File: config.mk
export PLATFORM = sky130hd
export DESIGN_NAME = accel_arbiter
export DESIGN_NICKNAME = d
export VERILOG_FILES = /design/src/rtl/accel_arb_pkg.sv /design/src/rtl/arb_tag_fifo.sv /design/src/rtl/accel_arbiter.sv
export SDC_FILE = /design/constraint.sdc
export NUM_CORES = 1
export LEC_CHECK = 0
export ABC_AREA = 1
export CORE_AREA = 2 2 719 721
export DETAILED_ROUTE_END_ITERATION = 8
export DIE_AREA = 0 0 721 723
export PLACE_DENSITY = 0.3
export SLEW_MARGIN = 20
export SYNTH_ARGS = -nofsm -noshare
export SYNTH_HDL_FRONTEND = slang
export SYNTH_SLANG_ARGS = --single-unit
File: constraint.sdc
create_clock -name clk -period 3.06 [get_ports clk]
set_input_delay 0.612 -clock clk [delete_from_list [all_inputs] [get_ports clk]]
set_output_delay 0.612 -clock clk [all_outputs]
set_load 0.01 [all_outputs]
File: src/rtl/accel_arb_pkg.sv
// Shared definitions for the accelerator arbiter: state encoding, default
// sizing and the tag width helper.
package accel_arb_pkg;

  localparam int DEF_NREQ  = 4;
  localparam int DEF_WIDTH = 256;
  localparam int DEF_DEPTH = 8;
  localparam int DEF_TAG_W = $clog2(DEF_NREQ);

  typedef enum logic [0:0] {
    ST_IDLE  = 1'b0,
    ST_ISSUE = 1'b1
  } arb_state_e;

  // Width of a channel tag; NREQ is at least 2 so $clog2 is never zero.
  function automatic int tag_width(input int nreq);
    return (nreq > 1) ? $clog2(nreq) : 1;
  endfunction

endpackage

File: src/rtl/arb_tag_fifo.sv
// Tag FIFO: remembers which channel issued each outstanding job so results,
// which return in job order, can be steered back to the right requester.
module arb_tag_fifo
  import accel_arb_pkg::*;
#(
  parameter int DEPTH = DEF_DEPTH,
  parameter int TAG_W = DEF_TAG_W
) (
  input  logic                   clk,
  input  logic                   rst_n,
  input  logic                   push,
  input  logic [TAG_W-1:0]       push_tag,
  input  logic                   pop,
  output logic [TAG_W-1:0]       head_tag,
  output logic                   empty,
  output logic                   full,
  output logic [$clog2(DEPTH):0] count
);

  localparam int PW = $clog2(DEPTH);

  logic [TAG_W-1:0] mem [DEPTH];
  logic [PW-1:0]    wr_ptr;
  logic [PW-1:0]    rd_ptr;
  logic [PW:0]      cnt;
  logic             do_push;
  logic             do_pop;

  assign empty    = (cnt == '0);
  assign full     = (cnt == (PW+1)'(DEPTH));
  assign do_pop   = pop && !empty;
  // A push into a full FIFO is only legal when a pop frees the slot that cycle.
  assign do_push  = push && (!full || do_pop);
  assign head_tag = mem[rd_ptr];
  assign count    = cnt;

  // Pointers wrap naturally since DEPTH is a power of two; count tracks occupancy.
  always_ff @(posedge clk or negedge rst_n) begin
    if (!rst_n) begin
      wr_ptr <= '0;
      rd_ptr <= '0;
      cnt    <= '0;
    end else begin
      if (do_push) wr_ptr <= wr_ptr + PW'(1);
      if (do_pop)  rd_ptr <= rd_ptr + PW'(1);
      case ({do_push, do_pop})
        2'b10:   cnt <= cnt + (PW+1)'(1);
        2'b01:   cnt <= cnt - (PW+1)'(1);
        default: cnt <= cnt;
      endcase
    end
  end

  // Tag storage; contents are don't-care while the FIFO is empty.
  always_ff @(posedge clk) begin
    if (do_push) mem[wr_ptr] <= push_tag;
  end

endmodule

File: src/rtl/accel_arbiter.sv
// Round-robin arbiter sharing one in-order accelerator among NREQ requesters.
//
//   state    | meaning
//   ---------+-------------------------------------------------------------
//   ST_IDLE  | looking for an enabled, valid channel; registers the grant
//   ST_ISSUE | presenting the granted job until the accelerator takes it
module accel_arbiter
  import accel_arb_pkg::*;
#(
  parameter int NREQ  = DEF_NREQ,
  parameter int WIDTH = DEF_WIDTH,
  parameter int DEPTH = DEF_DEPTH
) (
  input  logic                     clk,
  input  logic                     rst_n,
  input  logic [NREQ-1:0]          cfg_en,
  input  logic [NREQ*WIDTH-1:0]    req_tdata,
  input  logic [NREQ-1:0]          req_tvalid,
  output logic [NREQ-1:0]          req_tready,
  output logic [WIDTH-1:0]         acc_in_tdata,
  output logic                     acc_in_tvalid,
  input  logic                     acc_in_tready,
  input  logic [WIDTH-1:0]         acc_out_tdata,
  input  logic                     acc_out_tvalid,
  output logic                     acc_out_tready,
  output logic [WIDTH-1:0]         rsp_tdata,
  output logic [NREQ-1:0]          rsp_tvalid,
  input  logic [NREQ-1:0]          rsp_tready,
  output logic [$clog2(DEPTH):0]   outstanding,
  output logic                     err_orphan
);

  localparam int TAG_W = tag_width(NREQ);

  arb_state_e       state;
  arb_state_e       state_nxt;
  logic [TAG_W-1:0] grant;
  logic [TAG_W-1:0] rr_ptr;
  logic [TAG_W-1:0] pick;
  logic             pick_vld;
  int               idx;
  logic             take_grant;
  logic             issue_fire;
  logic             rsp_pop;
  logic             fifo_empty;
  logic             fifo_full;
  logic [TAG_W-1:0] head_tag;

  // Full only holds off new grants; the response path keeps draining.
  assign take_grant = (state == ST_IDLE) && pick_vld && !fifo_full;
  assign issue_fire = acc_in_tvalid && acc_in_tready;
  assign rsp_pop    = !fifo_empty && acc_out_tvalid && acc_out_tready;

  // Round-robin search: first enabled, valid channel at or after rr_ptr.
  always_comb begin
    pick     = '0;
    pick_vld = 1'b0;
    idx      = 0;
    for (int i = 0; i < NREQ; i++) begin
      idx = int'(rr_ptr) + i;
      if (idx >= NREQ) idx = idx - NREQ;
      if (!pick_vld && req_tvalid[idx[TAG_W-1:0]] && cfg_en[idx[TAG_W-1:0]]) begin
        pick     = TAG_W'(idx);
        pick_vld = 1'b1;
      end
    end
  end

  // FSM state register.
  always_ff @(posedge clk or negedge rst_n) begin
    if (!rst_n) state <= ST_IDLE;
    else        state <= state_nxt;
  end

  // FSM next state; once in ISSUE only the accelerator handshake leaves it.
  always_comb begin
    state_nxt = state;
    case (state)
      ST_IDLE:  if (take_grant)    state_nxt = ST_ISSUE;
      ST_ISSUE: if (acc_in_tready) state_nxt = ST_IDLE;
      default:                     state_nxt = ST_IDLE;
    endcase
  end

  // Grant is latched on entry to ISSUE; the pointer moves past it on issue.
  always_ff @(posedge clk or negedge rst_n) begin
    if (!rst_n) begin
      grant  <= '0;
      rr_ptr <= '0;
    end else begin
      if (take_grant) grant <= pick;
      if (issue_fire) rr_ptr <= (int'(grant) == NREQ-1) ? '0 : grant + TAG_W'(1);
    end
  end

  // FSM outputs: present the granted job and echo the accept to that channel.
  always_comb begin
    acc_in_tvalid = (state == ST_ISSUE);
    acc_in_tdata  = '0;
    req_tready    = '0;
    for (int i = 0; i < NREQ; i++) begin
      if ((state == ST_ISSUE) && (grant == TAG_W'(i))) begin
        acc_in_tdata  = req_tdata[i*WIDTH +: WIDTH];
        req_tready[i] = acc_in_tready;
      end
    end
  end

  // Result steering to the head tag; with nothing outstanding results are sunk.
  always_comb begin
    rsp_tvalid     = '0;
    rsp_tdata      = '0;
    acc_out_tready = 1'b1;
    if (!fifo_empty) begin
      rsp_tdata = acc_out_tdata;
      for (int i = 0; i < NREQ; i++) begin
        if (head_tag == TAG_W'(i)) begin
          rsp_tvalid[i]  = acc_out_tvalid;
          acc_out_tready = rsp_tready[i];
        end
      end
    end
  end

  // Sticky flag for a result that no job is waiting for.
  always_ff @(posedge clk or negedge rst_n) begin
    if (!rst_n)                         err_orphan <= 1'b0;
    else if (fifo_empty && acc_out_tvalid) err_orphan <= 1'b1;
  end

  arb_tag_fifo #(
    .DEPTH (DEPTH),
    .TAG_W (TAG_W)
  ) u_tag_fifo (
    .clk      (clk),
    .rst_n    (rst_n),
    .push     (issue_fire),
    .push_tag (grant),
    .pop      (rsp_pop),
    .head_tag (head_tag),
    .empty    (fifo_empty),
    .full     (fifo_full),
    .count    (outstanding)
  );

endmodule

==> impl_metrics.yaml <==
status:
  status: "finished, violations left"
  violations: "negative setup slack"
clock_tree:
  numCtsBuffers: 5
  clk_pin_slew_ns: 0.07
  clockBufferDepth: 2
  postCtsHoldBufs: 0
  cts_tree: "yes"
  cts_htree_levels: 2
  cts.sinks: 32
  insertion_delay_ns: 0.31
  clock-root-buffer: "clkbuf_16"
routing:
  drt-initial-drc-count: 2319
  dr_wl_met3_mm: 44.29
  drt-total-wl_mm: 440.7
  top_layer: "met5"
  wl_per_cell_um: 38.26
  wl_met2_mm: 228.7
  wl_met1_mm: 150.1
  viasPerCell: 2.602
  drcViolationCount: 0
  final_antenna_net_count: 0
  vias: 29980
  dr.pass1.iters: 7
timing:
  max_freq_mhz: 309.4
  hold_viol: 0
  worst_slack_ns: -0.1724
  slew_headroom_pct: 54.91
  slew_violations: 0
  skew_ns: 0.01852
  rsz0062_at_grt: "true"
  setup_viol_count_final: 113
  worst-slew-pin-transition_ns: 0.6763
  fin_crit_sh_pct: 105.6
  whs_ns: 0.5090
  period_needed_ns: 3.232
placed_design:
  port_buffers: 1822
  dp_cells: 11220
  gp_congestion: 0.9315
  placed_area_sq_um: 41290
  dpl.hpwl_mm: 403.5
die:
  coreArea_sq_um: 514600
  io_pins: 1823
  dieArea_sq_um: 521300
  die_h_um: 723
  dieWidth_um: 721
  rows: 264
  start_util_pct: 2.381
layout:
  utilization_pct: 9.074
  drive_gt1_share_pct: 26.74
  fin_nets: 5939
  post-route-cell-area_sq_um: 46700
  instances_no_fill: 11520
  area_growth_pct: 281.1
logic_synthesis:
  synth_area_per_cell_sq_um: 4.845
  ys.flop_type: "edfxtp_1"
  async_flop_share_pct: 50.00
  yosys.area.top_type: "nand2_1"
  ys_ff_latch: 32
  ys_seq_area_share_pct: 7.189
  synth.cells.most_frequent: "nand2_1 (836), nand3_1 (540), inv_1 (296)"
  synthesis.instances: 2529
  synth_edf_count: 16
  synth_most_common_cell: "nand2_1"
  yosys-top-cells-area: "nand2_1 (26%), nand3_1 (22%), o211ai_1 (16%), inv_1 (9.1%), nor2_1 (8.6%)"
  synth_nets: 3835
  ys_warn_count: 0
  ys_types: 34
  synth_area_sq_um: 12250
  synth_top_area_share_pct: 25.61
worst_setup_path:
  crit_arrival_ns: 2.62
  critical-path-max-stage-delay_ns: 0.49
  crit_type: "reg2out"
  cp_cell_sequence: "inv_2 -> ha_2 -> nand2_4 -> buf_12 -> buf_16 -> buf_4 -> o211ai_1 -> nand2_1 -> clkdlybuf4s50_1"
  cp_slowest_cell: "clkdlybuf4s50_1"
  required_ns: 2.45
  path_max_fanout: 12
  startpoint_type: "flop"
  cp-end-kind: "primary output"
  rrSetupSlack_ns: 0.20
power_and_ir_drop:
  p_int_mw: 16.03
  p_comb_share_pct: 96.0
  p_sw_mw: 20.35
  p_total_mw: 36.38
  peakVddDrop_mv: 0.3582
  p_per_area_nw_per_um2: 779.0
  leakage_nw: 19.27
  p_sw_share_pct: 55.94
  pwr-share-clk_pct: 1.7
  power_frac_seq_pct: 2.3
flow_run:
  max_cap_viol_count: 0
global_routing:
  gr-total-overflow: 0
  grt_pass1_vias: 28620
  antenna_found_initial: 481
  grt_pass1_wl_mm: 499.7
  grtUsageTotal_pct: 16.03
  grt_max_degree: 80
worst_hold_path:
  min_path_type: "reg2reg"
## power by group through the flow
stage          Sequential (mW)  Combinational, mW  Clock, mW
2_1_floorplan            0.751               9.13          0
3_3_place_gp             0.824               30.5          0
3_5_place_dp             0.819               30.3          0
4_1_cts                  0.825               34.1      0.659
5_1_grt                  0.856               37.0      0.661
6_report                 0.835               34.9      0.634
## path summary, 6_finish.rpt
| path | start | end | cells past startpoint |
|---|---|---|---|
| min in group asynchronous | rst_n | u_tag_fifo.rd_ptr[2] | 2 |
| max in group asynchronous | rst_n | acc_in_tvalid | 2 |
| hold / removal | err_orphan | err_orphan | 1 |
| hold reg to reg | err_orphan | err_orphan | 1 |
| setup / recovery | grant[0] | acc_in_tdata[203] | 9 |
| setup reg to reg | u_tag_fifo.rd_ptr[0] | u_tag_fifo.count[3] | 23 |
## routing by layer
metal  vias to the layer above  global-route usage, %
met2                      2061                  30.17
li1                      12600                      -
met4                       202                  4.049
met3                       943                  6.450
met5                         -                      0
met1                     14170                  16.31
## critical path, delay by kind of cell (launching register included)
family,cells,cell delay [ns]
buf+inv,5,1.13
flops,1,0.44
compound gates,1,0.27
simple gates,2,0.22
fa+ha+maj,1,0.21
## final cells by class
class	count	area (sq um)
clock inverters	2	35.03
multi-input cells	1969	11090
diodes	102	255.2
clock buffers	6	128.9
well taps	6783	8487
inverters	299	1156
repair buffers	2325	24640
repair inverters	1	20.02
flip-flops and latches	32	888.4
fillers	60590	467900
## kinds of logic (layout without fill, tap and decap cells)
logic type	after synthesis	count (layout)	share of synthesized area, %
AND/OR/NAND/NOR	1677	1677	57.49
buffers and inverters	528	2633	17.07
AO/OA/AOI/OAI	276	276	16.68
flip-flops	32	32	7.189
adder cells (fa/ha/maj)	10	10	1.082
XOR/XNOR	6	6	0.4902
other	0	102	0
## timing repair
action | 4_1_cts | 5_1_grt
hold endpoints to repair | 0 | 0
gates resized for setup | 908 | 474
endpoints found under the setup margin | 361 | 263
cloned | 31 | 11
setup buffers | 105 | 66
pin swaps | 76 | 160
## registers in the layout, summed over array words and instances, names as in the netlist
name,flops
acc_in_tvalid,1
err_orphan,1
grant,2
rr_ptr,2
u_tag_fifo.count,4
u_tag_fifo.mem,16
u_tag_fifo.rd_ptr,3
u_tag_fifo.wr_ptr,3
## layout by cell type, fill, tap and decap left out, types with 14 or more instances in the layout
| cell type | instances |
|---|---|
| o211ai_1 | 257 |
| diode_2 | 102 |
| buf_2 | 47 |
| buf_4 | 399 |
| buf_16 | 41 |
| dlygate4sd2_1 | 14 |
| edfxtp_1 | 16 |
| clkdlybuf4s50_1 | 1428 |
| buf_12 | 136 |
| clkbuf_16 | 16 |
| nand2_1 | 656 |
| clkbuf_2 | 26 |
| nand3_2 | 123 |
| nand2_2 | 113 |
| buf_6 | 174 |
| nand2_4 | 71 |
| inv_1 | 293 |
| nor2_1 | 278 |
| buf_8 | 24 |
| nand3_1 | 405 |
## per-stage QoR
step	setup slack (ns)	TNS [ns]
after floorplan	0.4171	0
after global placement	-0.5979	-12.74
after global routing	-0.2478	-19.79
final	-0.1724	-6.212
after CTS	-0.2192	-15.50
after detailed placement	-0.5831	-14.23
No activity file was read; power rests on OpenSTA's default activity.
